<file path="config.mk">
export PLATFORM = sky130hd
export DESIGN_NAME = operand_mux_rr_flat
export DESIGN_NICKNAME = d
export VERILOG_FILES = /design/src/rtl/operand_mux_rr_if.sv /design/src/rtl/operand_mux_rr.sv /design/src/flat_wrapper.sv
export SDC_FILE = /design/constraint.sdc
export NUM_CORES = 1
export LEC_CHECK = 0
export BUFFER_PORTS_ARGS = -buffer_cell sky130_fd_sc_hd__buf_4
export CORE_AREA = 2 2 56 58
export DETAILED_ROUTE_END_ITERATION = 16
export DIE_AREA = 0 0 58 60
export PLACE_DENSITY = 0.72
export SETUP_SLACK_MARGIN = 0.1
export SYNTH_ARGS = -nofsm -noshare
export SYNTH_HDL_FRONTEND = slang
export SYNTH_SLANG_ARGS = --single-unit
</file>
<file path="constraint.sdc">
create_clock -name clk -period 2.2 [get_ports clk]
set_input_delay 0.33 -clock clk [delete_from_list [all_inputs] [get_ports clk]]
set_output_delay 0.33 -clock clk [all_outputs]
set_load 0.005 [all_outputs]
</file>
<file path="src/rtl/operand_mux_rr_if.sv">
// Handshake bundle between operand producers, the operand mux and the ALU input.
// The producer/consumer side uses the master modport; the mux uses the slave modport.
interface operand_mux_rr_if #(
  parameter int WIDTH  = 8,
  parameter int NUM_IN = 4,
  parameter int SEL_W  = 2
);
  logic                    mode;
  logic [SEL_W-1:0]        sel;
  logic [NUM_IN*WIDTH-1:0] in_data;
  logic [NUM_IN-1:0]       in_valid;
  logic [NUM_IN-1:0]       in_ready;
  logic [WIDTH-1:0]        out_data;
  logic [SEL_W-1:0]        out_src;
  logic                    out_valid;
  logic                    out_ready;

  modport master (
    output mode, sel, in_data, in_valid, out_ready,
    input  in_ready, out_data, out_src, out_valid
  );

  modport slave (
    input  mode, sel, in_data, in_valid, out_ready,
    output in_ready, out_data, out_src, out_valid
  );
endinterface

</file>
<file path="src/rtl/operand_mux_rr.sv">
// N:1 operand-select mux with explicit-select or round-robin arbitration and a
// single registered output stage; one item per cycle at full throughput.
module operand_mux_rr #(
  parameter int WIDTH  = 8,
  parameter int NUM_IN = 4,
  parameter int SEL_W  = 2
) (
  input logic              clk,
  input logic              reset,
  operand_mux_rr_if.slave  bus
);

  logic [WIDTH-1:0]  out_data_q, out_data_d;
  logic [SEL_W-1:0]  out_src_q,  out_src_d;
  logic              out_valid_q, out_valid_d;
  logic [SEL_W-1:0]  rr_ptr_q,   rr_ptr_d;

  logic              load;
  logic              grant_valid;
  logic [SEL_W-1:0]  grant_idx;
  logic [WIDTH-1:0]  grant_data;
  logic [NUM_IN-1:0] in_ready;

  assign load = !out_valid_q || bus.out_ready;

  // NOTE: every variable written here gets a default first, so no latch is inferred.
  always_comb begin
    logic [SEL_W-1:0] cand;
    grant_valid = 1'b0;
    grant_idx   = '0;
    cand        = '0;
    if (!bus.mode) begin
      // sel values >= NUM_IN match no channel and therefore grant nothing.
      for (int i = 0; i < NUM_IN; i++) begin
        if (bus.sel == SEL_W'(i) && bus.in_valid[i]) begin
          grant_valid = 1'b1;
          grant_idx   = SEL_W'(i);
        end
      end
    end else begin
      // Scan from farthest to nearest so the valid channel closest to rr_ptr wins.
      for (int k = NUM_IN - 1; k >= 0; k--) begin
        if (int'(rr_ptr_q) + k >= NUM_IN) cand = SEL_W'(int'(rr_ptr_q) + k - NUM_IN);
        else                              cand = SEL_W'(int'(rr_ptr_q) + k);
        if (bus.in_valid[cand]) begin
          grant_valid = 1'b1;
          grant_idx   = cand;
        end
      end
    end
  end

  always_comb begin
    grant_data = '0;
    for (int i = 0; i < NUM_IN; i++) begin
      if (grant_idx == SEL_W'(i)) grant_data = bus.in_data[i*WIDTH +: WIDTH];
    end
  end

  always_comb begin
    in_ready = '0;
    if (reset && load && grant_valid) in_ready[grant_idx] = 1'b1;
  end

  always_comb begin
    out_data_d  = out_data_q;
    out_src_d   = out_src_q;
    out_valid_d = out_valid_q;
    rr_ptr_d    = rr_ptr_q;
    if (load) begin
      if (grant_valid) begin
        out_data_d  = grant_data;
        out_src_d   = grant_idx;
        out_valid_d = 1'b1;
        if (bus.mode) begin
          rr_ptr_d = (grant_idx == SEL_W'(NUM_IN - 1)) ? '0 : grant_idx + 1'b1;
        end
      end else begin
        out_valid_d = 1'b0;
      end
    end
  end

  // NOTE: state registers use non-blocking assignments so every flop samples pre-edge values.
  always_ff @(posedge clk) begin
    if (!reset) begin
      out_data_q  <= '0;
      out_src_q   <= '0;
      out_valid_q <= 1'b0;
      rr_ptr_q    <= '0;
    end else begin
      out_data_q  <= out_data_d;
      out_src_q   <= out_src_d;
      out_valid_q <= out_valid_d;
      rr_ptr_q    <= rr_ptr_d;
    end
  end

  assign bus.in_ready  = in_ready;
  assign bus.out_data  = out_data_q;
  assign bus.out_src   = out_src_q;
  assign bus.out_valid = out_valid_q;

endmodule

</file>
<file path="src/flat_wrapper.sv">
// flat-port wrapper written by rule: the top's interface ports become plain ports
module operand_mux_rr_flat 
#(
  parameter int WIDTH  = 8,
  parameter int NUM_IN = 4,
  parameter int SEL_W  = 2
)
  (clk, reset, bus_mode, bus_sel, bus_in_data, bus_in_valid, bus_out_ready, bus_in_ready, bus_out_data, bus_out_src, bus_out_valid);
  operand_mux_rr_if #(.WIDTH(WIDTH), .NUM_IN(NUM_IN), .SEL_W(SEL_W)) bus_i ();
  input logic clk;
  input logic reset;
  input wire logic [$bits(bus_i.mode)-1:0] bus_mode;
  input wire logic [$bits(bus_i.sel)-1:0] bus_sel;
  input wire logic [$bits(bus_i.in_data)-1:0] bus_in_data;
  input wire logic [$bits(bus_i.in_valid)-1:0] bus_in_valid;
  input wire logic [$bits(bus_i.out_ready)-1:0] bus_out_ready;
  output wire logic [$bits(bus_i.in_ready)-1:0] bus_in_ready;
  output wire logic [$bits(bus_i.out_data)-1:0] bus_out_data;
  output wire logic [$bits(bus_i.out_src)-1:0] bus_out_src;
  output wire logic [$bits(bus_i.out_valid)-1:0] bus_out_valid;
  assign bus_i.mode = bus_mode;
  assign bus_i.sel = bus_sel;
  assign bus_i.in_data = bus_in_data;
  assign bus_i.in_valid = bus_in_valid;
  assign bus_i.out_ready = bus_out_ready;
  assign bus_in_ready = bus_i.in_ready;
  assign bus_out_data = bus_i.out_data;
  assign bus_out_src = bus_i.out_src;
  assign bus_out_valid = bus_i.out_valid;
  operand_mux_rr #(.WIDTH(WIDTH), .NUM_IN(NUM_IN), .SEL_W(SEL_W)) u_core (.clk(clk), .reset(reset), .bus(bus_i));
endmodule
</file>
# Yosys cells after proc, flatten, opt, wreduce, memory -nomap -nowiden
# Cells that the tools add are included.
# word_totals
register_bits	13
latch_bits	0
ramBits	0
mem_bits_ro	0
input_bits	42
out_inout_bits	15
word_cells	83
memories	0
# op_classes
n_addsub	8
mul	0
div	0
order_cmp	10
eq_ne	6
n_shift	0
n_mux	42
bitwise_logic	0
reduce_logical	13
# op_table
cell	count
$mux 2	16
$mux 8	4
$mux 1	16
$lt 2x3->1 const B	5
$ge 3x3->1 const B	3
$bmux 1 s2	4
$eq 2x2->1 const B	4
$sub 2x1->2 const B	4
$logic_and 1x1->1	7
$add 2x2->3 const B	2
$eq 2x1->1 const B	2
$logic_not 2->1	2
$mux 4	1
$add 2x1->3 const B	1
$ge 2x3->1 const B	1
$reduce_and 3->1	1
$add 2x1->2 const B	1
$demux 1 s2	1
$ge 2x1->1 const B	1
$reduce_and 2->1	1
$logic_not 1->1	1
$logic_or 1x1->1	1

# Logic depth before layout (Yosys ltp)
# Gate-level depths: netlist of run 1.
# logic_depth
word_depth	16
depth_mapped	12
mapped_depth_nobuf	11

# Worst setup path before layout of run 1
# OpenSTA, ideal clock, no wires.
# synth_path
path_type	input port to output port
startpoint	in bus_in_valid[1]
endpoint	out bus_in_ready[3]
arrival_time_ns	2.079
required_ns	1.870
setup_slack_ns	-0.209
cell_stages	9
path_buffers	3
cell_sequence	buf_6 or3b_1 a21oi_1 nor2b_2 o21ai_2 ha_1 clkbuf_1 clkbuf_1 and3_1
# synth_between
elab_chain_len	12
word_cells_on_any_way	32
cone_classes	order compare (2); mux (27); reduce/logical (3)
# synth_rtl
element	line_no	source
start: declaration	flat_wrapper.sv:15	input wire logic [$bits(bus_i.in_valid)-1:0] bus_in_valid;
$bmux 1 s2	operand_mux_rr.sv:45	if (bus.in_valid[cand]) begin
$mux 1 (not written as such)	operand_mux_rr.sv:45	
$mux 2 (4 in a row)	operand_mux_rr.sv:45	
$mux 2 *	operand_mux_rr.sv:32	if (!bus.mode) begin
via u_core.grant_idx[0]	operand_mux_rr.sv:20	logic [SEL_W-1:0] grant_idx;
$lt 2x3->1 (not written as such) / $ge 2x1->1 (equally long branches)	operand_mux_rr.sv:62	if (reset && load && grant_valid) in_ready[grant_idx] = 1'b1;
$logic_and 1x1->1 (not written as such)	operand_mux_rr.sv:62	
$mux 1 (not written as such)	operand_mux_rr.sv:62	
$demux 1 s2 *	n/a	
$mux 4 *	operand_mux_rr.sv:62	
end: declaration	flat_wrapper.sv:17	output wire logic [$bits(bus_i.in_ready)-1:0] bus_in_ready;
# The timed path passes the listed nets; every way through them passes the cells marked *. The select of a mux whose other input is x is not followed.

# Worst setup path after layout of run 1
# layout_path
startpoint	reg u_core.rr_ptr_q[0]
endpoint	out bus_in_ready[3]
# layout_between
elab_chain_len	16
word_cells_on_any_way	44
cone_classes	add/sub (7); order compare (6); mux (29); reduce/logical (2)
# layout_rtl
element	line_no	source
start: declaration	operand_mux_rr.sv:16	logic [SEL_W-1:0] rr_ptr_q, rr_ptr_d;
start signal: assignment	operand_mux_rr.sv:95	rr_ptr_q <= rr_ptr_d;
$add 2x2->3	operand_mux_rr.sv:43	if (int'(rr_ptr_q) + k >= NUM_IN) cand = SEL_W'(int'(rr_ptr_q) + k - NUM_IN);
$ge 3x3->1 / $sub 2x1->2 (equally long branches)	operand_mux_rr.sv:43	
$mux 2	operand_mux_rr.sv:43	
$mux 2	operand_mux_rr.sv:32	
$bmux 1 s2	operand_mux_rr.sv:45	
$mux 1 (not written as such)	operand_mux_rr.sv:45	
$mux 2 (3 in a row)	operand_mux_rr.sv:45	
$mux 2 *	operand_mux_rr.sv:45	
$mux 2 *	operand_mux_rr.sv:32	
via u_core.grant_idx[1]	operand_mux_rr.sv:20	
$lt 2x3->1 (not written as such) / $ge 2x1->1 (equally long branches)	operand_mux_rr.sv:62	
$logic_and 1x1->1 (not written as such)	operand_mux_rr.sv:62	
$mux 1 (not written as such)	operand_mux_rr.sv:62	
$demux 1 s2 *	n/a	
$mux 4 *	operand_mux_rr.sv:62	
# Marks and branches as above.

==> results of run 1 <==
[Yosys cell counts, drive strengths merged (3+ instances only)]
cell / number
a21oi: 18
o21ai: 16
dfxtp: 13
nor2b: 12
nor3: 8
a221oi: 7
buf: 6
and3: 4
clkbuf: 4
ha: 4
inv: 4
mux2i: 4
nand2: 3
nor3b: 3
[logic make-up after synthesis]
kind of cell,after synthesis
flip-flops,13
adder cells (fa/ha/maj),4
multiplexers,5
buffers and inverters,14
AND/OR/NAND/NOR,44
AO/OA/AOI/OAI,50
[layout make-up]
cell class,instances,area [µm²],share of cell area
multi-input combinational,103,935,0.466
timing repair buffer,91,722,0.360
inverter,4,15.0,0.00749
clock buffer,4,26.3,0.0131
sequential,13,265,0.132
tap,33,41.3,0.0206
[per-stage QoR]
step | area, µm² | std cells | total power [W]
after floorplan | 1200 | 130 | 0.000564
after global placement | 1710 | 229 | 0.000742
after detailed placement | 1710 | 229 | 0.000755
after CTS | 1880 | 240 | 0.000971
after global routing | 2000 | 248 | 0.00112
final | 2000 | 248 | 0.00104
[power breakdown]
group | internal [W] | leakage [nW] | switching [W]
clock network | 0.0000704 | 0.0150 | 0.0000791
logic | 0.000342 | 0.792 | 0.000259
registers | 0.000268 | 0.109 | 0.0000240
total | 0.000680 | 0.916 | 0.000362
[layer usage]
metal,vias up,routed length (µm)
met5,-,0
met2,43,2050
li1,659,-
met1,646,1520
met3,9,172
met4,0,63
[worst min-delay path, stage by stage]
cell and delay (ps):
buf_4 110, nand2_1 50, a31oi_1 70
[final timing paths]
check	cells after the start	slack, ps	startpoint	end
worst min register to register	2	530	u_core.bus.out_src[1]$_SDFFE_PN0P_	u_core.bus.out_src[1]$_SDFFE_PN0P_
worst max-delay path	10	-280	u_core.rr_ptr_q[0]$_SDFFE_PN0P_	bus_in_ready[3]
worst max register to register	12	-240	u_core.rr_ptr_q[0]$_SDFFE_PN0P_	u_core.bus.out_data[3]$_SDFFE_PN0P_
worst min-delay path	3	310	bus_in_data[24]	u_core.bus.out_data[0]$_SDFFE_PN0P_
[sequential cells by signal, indices dropped and copies added (netlist names)]
name,count
u_core.rr_ptr_q,2
u_core.bus.out_data,8
u_core.bus.out_src,2
u_core.bus.out_valid,1
[timing repair]
item,in CTS,in global routing
setup endpoints to repair,12,12
pin swaps,4,10
gates cloned,0,0
gates resized for setup,18,15
buffers inserted,7,8
hold buffers,0,0
==> impl_metrics.env, run 1 <==
export IMPL_antenna_found_initial=0
export IMPL_gr_usage_met2=0.411
export IMPL_cp_start_kind="register"
export IMPL_met1_usage=0.235
export IMPL_hold_violations=0
export IMPL_synthTopCellsByArea="dfxtp_1 24%, a21oi_1 7.8%, nor2b_1 6.3%"
export IMPL_hold_ws_ps=313
export IMPL_fp_dieH_um=60
export IMPL_place_ws_ps=-211
export IMPL_fillers=221
export IMPL_max_slew_margin=0.684
export IMPL_hp_class="primary input to register"
export IMPL_root_buffer="clkbuf_4"
export IMPL_top_usage_layer="met2"
export IMPL_ys_ff_latch=13
export IMPL_grt_pass1_wl_um=5780
export IMPL_power_leakage_nw=0.916
export IMPL_synth_compound_area_share=0.318
export IMPL_cp_max_fo=7
export IMPL_insertion_delay_ps=280
export IMPL_fmax_mhz=403
export IMPL_dieArea_um2=3480
export IMPL_critPathMaxStageDelay_ps=380
export IMPL_num_rows=20
export IMPL_cts_tree="done"
export IMPL_syn2layout_area_growth_pct=83.3
export IMPL_tightestPinTransition_ps=473
export IMPL_grt_usage=0.218
export IMPL_violations="negative setup slack"
export IMPL_synth_fa_ha_area_frac=0.0458
export IMPL_synth_edff_count=0
export IMPL_ctsLongestPathBuffers=2
export IMPL_setup_viol=11
export IMPL_grt_overflow=0
export IMPL_synth_warnings=0
export IMPL_dp_hpwl_um=2620
export IMPL_skew_ps=12.9
export IMPL_post_route_drc_count=0
export IMPL_cp_slowest_cell="dfxtp_4"
export IMPL_vias_per_cell=5.47
export IMPL_clkTransAtPathRegs_ps=90
export IMPL_period_needed_ps=2480
export IMPL_start_util=0.377
export IMPL_yosys_area_top_type="dfxtp_1"
export IMPL_syn_inst=130
export IMPL_antenna_cells=0
export IMPL_max_vdd_ir_drop_uv=387
export IMPL_synth_top_family_by_area="compound AO/OA/AOI/OAI gates"
export IMPL_die_x_um=58
export IMPL_rsz0062_at_grt="true"
export IMPL_num_vias=1357
export IMPL_drt_iter0_markers=35
export IMPL_crit_type="register to output port"
export IMPL_cts_buffers=3
export IMPL_final_cell_mix="83 x buf_4, 15 x a21oi_1, 11 x dfxtp_1, 10 x nor2b_1, 10 x o21ai_1"
export IMPL_synth_simple_area_share=0.280
export IMPL_layout_commonest_cell="buf_4"
export IMPL_synth_async_reset_ratio=0
export IMPL_clock_sinks=13
export IMPL_gp_congestion=0.816
export IMPL_h_tree_depth=1
export IMPL_synth_main_ff_cell="dfxtp_1"
export IMPL_synth_seq_area_share=0.238
export IMPL_grt_pass1_vias=1309
export IMPL_synthMuxAreaShare=0.0469
export IMPL_min_period_over_period=1.13
export IMPL_layout_drive_gt1_share=0.614
export IMPL_cp_common_cell="buf_4"
export IMPL_path_delay_family="buffers and inverters"
export IMPL_layout_setup_ws_ps=-280
export IMPL_core_area_um2=2900
export IMPL_ant_nets=0
export IMPL_synth_cell_types=42
export IMPL_synth_area_um2=1090
export IMPL_use_met3=0.0498
export IMPL_synth_top_area_share=0.238
export IMPL_grt_max_degree=18
export IMPL_wl_um=3810
export IMPL_cp_end_kind="output port"
export IMPL_synth_avg_cell_area_um2=8.41
export IMPL_final_setup_tns_ps=-2310
export IMPL_crit_chain="buf_6, and2b_2, o21ai_0, buf_4, a31oi_4, buf_4, buf_4, ha_4, and3_1, buf_4"
export IMPL_io_pins=57
export IMPL_final_nets=262
export IMPL_critPathRequiredTime_ps=1870
export IMPL_cellPowerDensity_nw_per_um2=520
export IMPL_slew_viol_final=0
export IMPL_worst_path_buf_inv=5
export IMPL_portBuffers=56
export IMPL_fin_util=0.691
export IMPL_drt_wirelength_per_cell_um=15.4
export IMPL_yosys_area_share_xor_xnor=0
export IMPL_syn_nets=176
export IMPL_drt_pass1_iterations=4
export IMPL_outcome="finished, violations left"
export IMPL_drv_cap=0
export IMPL_arrival_ps=2150
(Power assumes the default switching activity.)
==> run 2, diff against run 1 <==
CELL_PAD_IN_SITES_DETAIL_PLACEMENT = 1   (was unset)
CELL_PAD_IN_SITES_GLOBAL_PLACEMENT = 2   (was unset)
CORE_AREA = 2 2 74 76   (was 2 2 56 58)
DIE_AREA = 0 0 76 78   (was 0 0 58 60)
PLACE_DENSITY = unset   (was 0.72)
PLACE_DENSITY_LB_ADDON = 0.1   (was unset)
==> run 2 against run 1 <==
  * The run still ends with negative setup slack left
  * Critical path depth down 2
  * Fmax up 4.4%
  * Global-route usage down 8.4 points
  * Utilization down 30 points
  * Clock power up 46%
==> impl_metrics.env, run 2 (synthesized netlist as in run 1, its figures left out) <==
export IMPL_crit_cells=8
export IMPL_num_rows=26
export IMPL_grt_pass1_wl_um=6440
export IMPL_antenna_found_initial=0
export IMPL_fillers=581
export IMPL_cts_tree="done"
export IMPL_portBuffers=56
export IMPL_core_area_um2=5040
export IMPL_dp_hpwl_um=3170
export IMPL_final_nets=254
export IMPL_die_x_um=76
export IMPL_drv_cap=0
export IMPL_grt_max_degree=18
export IMPL_post_route_drc_count=0
export IMPL_hp_class="primary input to register"
export IMPL_crit_type="register to output port"
export IMPL_violations="negative setup slack"
export IMPL_syn2layout_area_growth_pct=81.3
export IMPL_ant_nets=0
export IMPL_tightestPinTransition_ps=557
export IMPL_drt_pass1_iterations=4
export IMPL_seq_area_um2=268
export IMPL_dp_cells=267
export IMPL_max_slew_margin=0.628
export IMPL_root_buffer="clkbuf_8"
export IMPL_antenna_cells=0
export IMPL_fp_dieH_um=78
export IMPL_multi_input_area_um2=920
export IMPL_hold_ws_ps=360
export IMPL_cp_common_cell="buf_4"
export IMPL_layout_drive_gt1_share=0.599
export IMPL_reg2reg_depth=11
export IMPL_cellPowerDensity_nw_per_um2=536
export IMPL_h_tree_depth=1
export IMPL_clock_sinks=13
export IMPL_dieArea_um2=5930
export IMPL_gp_congestion=0.875
export IMPL_setup_viol=12
export IMPL_fmax_mhz=421
export IMPL_critPathMaxStageDelay_ps=360
export IMPL_grt_overflow=0
export IMPL_drt_iter0_markers=19
export IMPL_arrival_ps=2050
export IMPL_cts_buffers=3
export IMPL_cp_start_kind="register"
export IMPL_insertion_delay_ps=240
export IMPL_grt_pass1_vias=1403
export IMPL_final_cell_mix="76 x buf_4, 14 x a21oi_1, 11 x dfxtp_1, 10 x nor2b_1, 9 x o21ai_1"
export IMPL_whs_path_depth=3
export IMPL_stdcell_count=277
export IMPL_layout_setup_ws_ps=-176
export IMPL_layout_commonest_cell="buf_4"
export IMPL_max_vdd_ir_drop_uv=314
export IMPL_worst_path_buf_inv=2
export IMPL_rsz0062_at_grt="true"
export IMPL_path_delay_family="simple AND/OR/NAND/NOR gates"
export IMPL_min_period_over_period=1.08
export IMPL_clkTransAtPathRegs_ps=60
export IMPL_critPathRequiredTime_ps=1870
export IMPL_period_needed_ps=2380
export IMPL_num_vias=1312
export IMPL_io_pins=57
export IMPL_start_util=0.217
export IMPL_grt_usage=0.134
export IMPL_skew_ps=2.25
export IMPL_drt_wirelength_per_cell_um=14.9
export IMPL_outcome="finished, violations left"
export IMPL_crit_chain="and4b_1, nor4_4, nor2b_4, o21ai_4, buf_4, ha_4, and3_1, buf_4"
export IMPL_power_leakage_nw=0.886
export IMPL_final_setup_tns_ps=-1350
export IMPL_cts_hold_buf=0
export IMPL_cp_max_fo=6
export IMPL_vias_per_cell=4.74
export IMPL_ctsLongestPathBuffers=2
export IMPL_cp_slowest_cell="dfxtp_4"
export IMPL_cp_end_kind="output port"
export IMPL_slew_viol_final=0
export IMPL_hold_violations=0
export IMPL_largest_reg_flops=8
export IMPL_wl_um=4120
## run 2: cell types whose count changed in the layout (fill, tap and decap cells not counted), sizes merged
cell | before | now
buf | 91 | 83
clkbuf | 4 | 3
clkinv | 0 | 1
## run 2: what timing repair did
action / 4_1_cts / 5_1_grt
hold endpoints to repair: 0 / 0
resized for setup: 22 / 11
buffers inserted: 5 / 1
pin swaps: 10 / 10
setup endpoints to repair: 12 / 12
## run 2: metrics by stage
step,total power [W],utilization,setup slack [ps],cell area [µm²]
3_5_place_dp,0.000771,0.350,-247,1760
5_1_grt,0.00114,0.393,-263,1980
3_3_place_gp,0.000764,0.350,-199,1760
2_1_floorplan,0.000564,-,62.3,1200
4_1_cts,0.00105,0.382,-233,1920
6_report,0.00106,0.393,-176,1980
## run 2: final cells by class
type                            count  area share
Multi-Input combinational cell    103       0.464
Timing Repair Buffer               83       0.326
Sequential cell                    13       0.135
Tap cell                           70      0.0442
Clock buffer                        3      0.0208
Inverter                            4     0.00757
Clock inverter                      1     0.00252
## run 2: worst paths after layout
check | start | end | slack [ps]
hold reg to reg | u_core.bus.out_data[2]$_SDFFE_PN0P_ | u_core.bus.out_data[2]$_SDFFE_PN0P_ | 530
hold / removal | bus_in_data[24] | u_core.bus.out_data[0]$_SDFFE_PN0P_ | 360
setup reg to reg | u_core.rr_ptr_q[0]$_SDFFE_PN0P_ | u_core.bus.out_data[4]$_SDFFE_PN0P_ | -160
setup / recovery | u_core.rr_ptr_q[0]$_SDFFE_PN0P_ | bus_in_ready[1] | -180
## run 2: power by group
group	switching (W)	leakage [nW]	internal (W)
clock	0.0000934	0.0255	0.000125
combinational	0.000251	0.751	0.000302
sequential	0.0000232	0.109	0.000269
total	0.000367	0.886	0.000696
## run 2: routing by layer
layer	global-route usage	up-vias	part of all wire	wire length, µm
met5	0	-	0	0
met4	0.0400	0	0.017	72
met3	0.0279	6	0.039	159
met2	0.263	36	0.55	2280
met1	0.144	633	0.39	1600
li1	-	637	-	-
## run 2: worst register-to-register path: cells and delay by family (launching register included)
family	cells	cell delay [ps]
AND/OR/NAND/NOR	4	830
AO/OA/AOI/OAI	4	600
buffers and inverters	2	290
flip-flops	1	360
adder cells (fa/ha/maj)	1	170
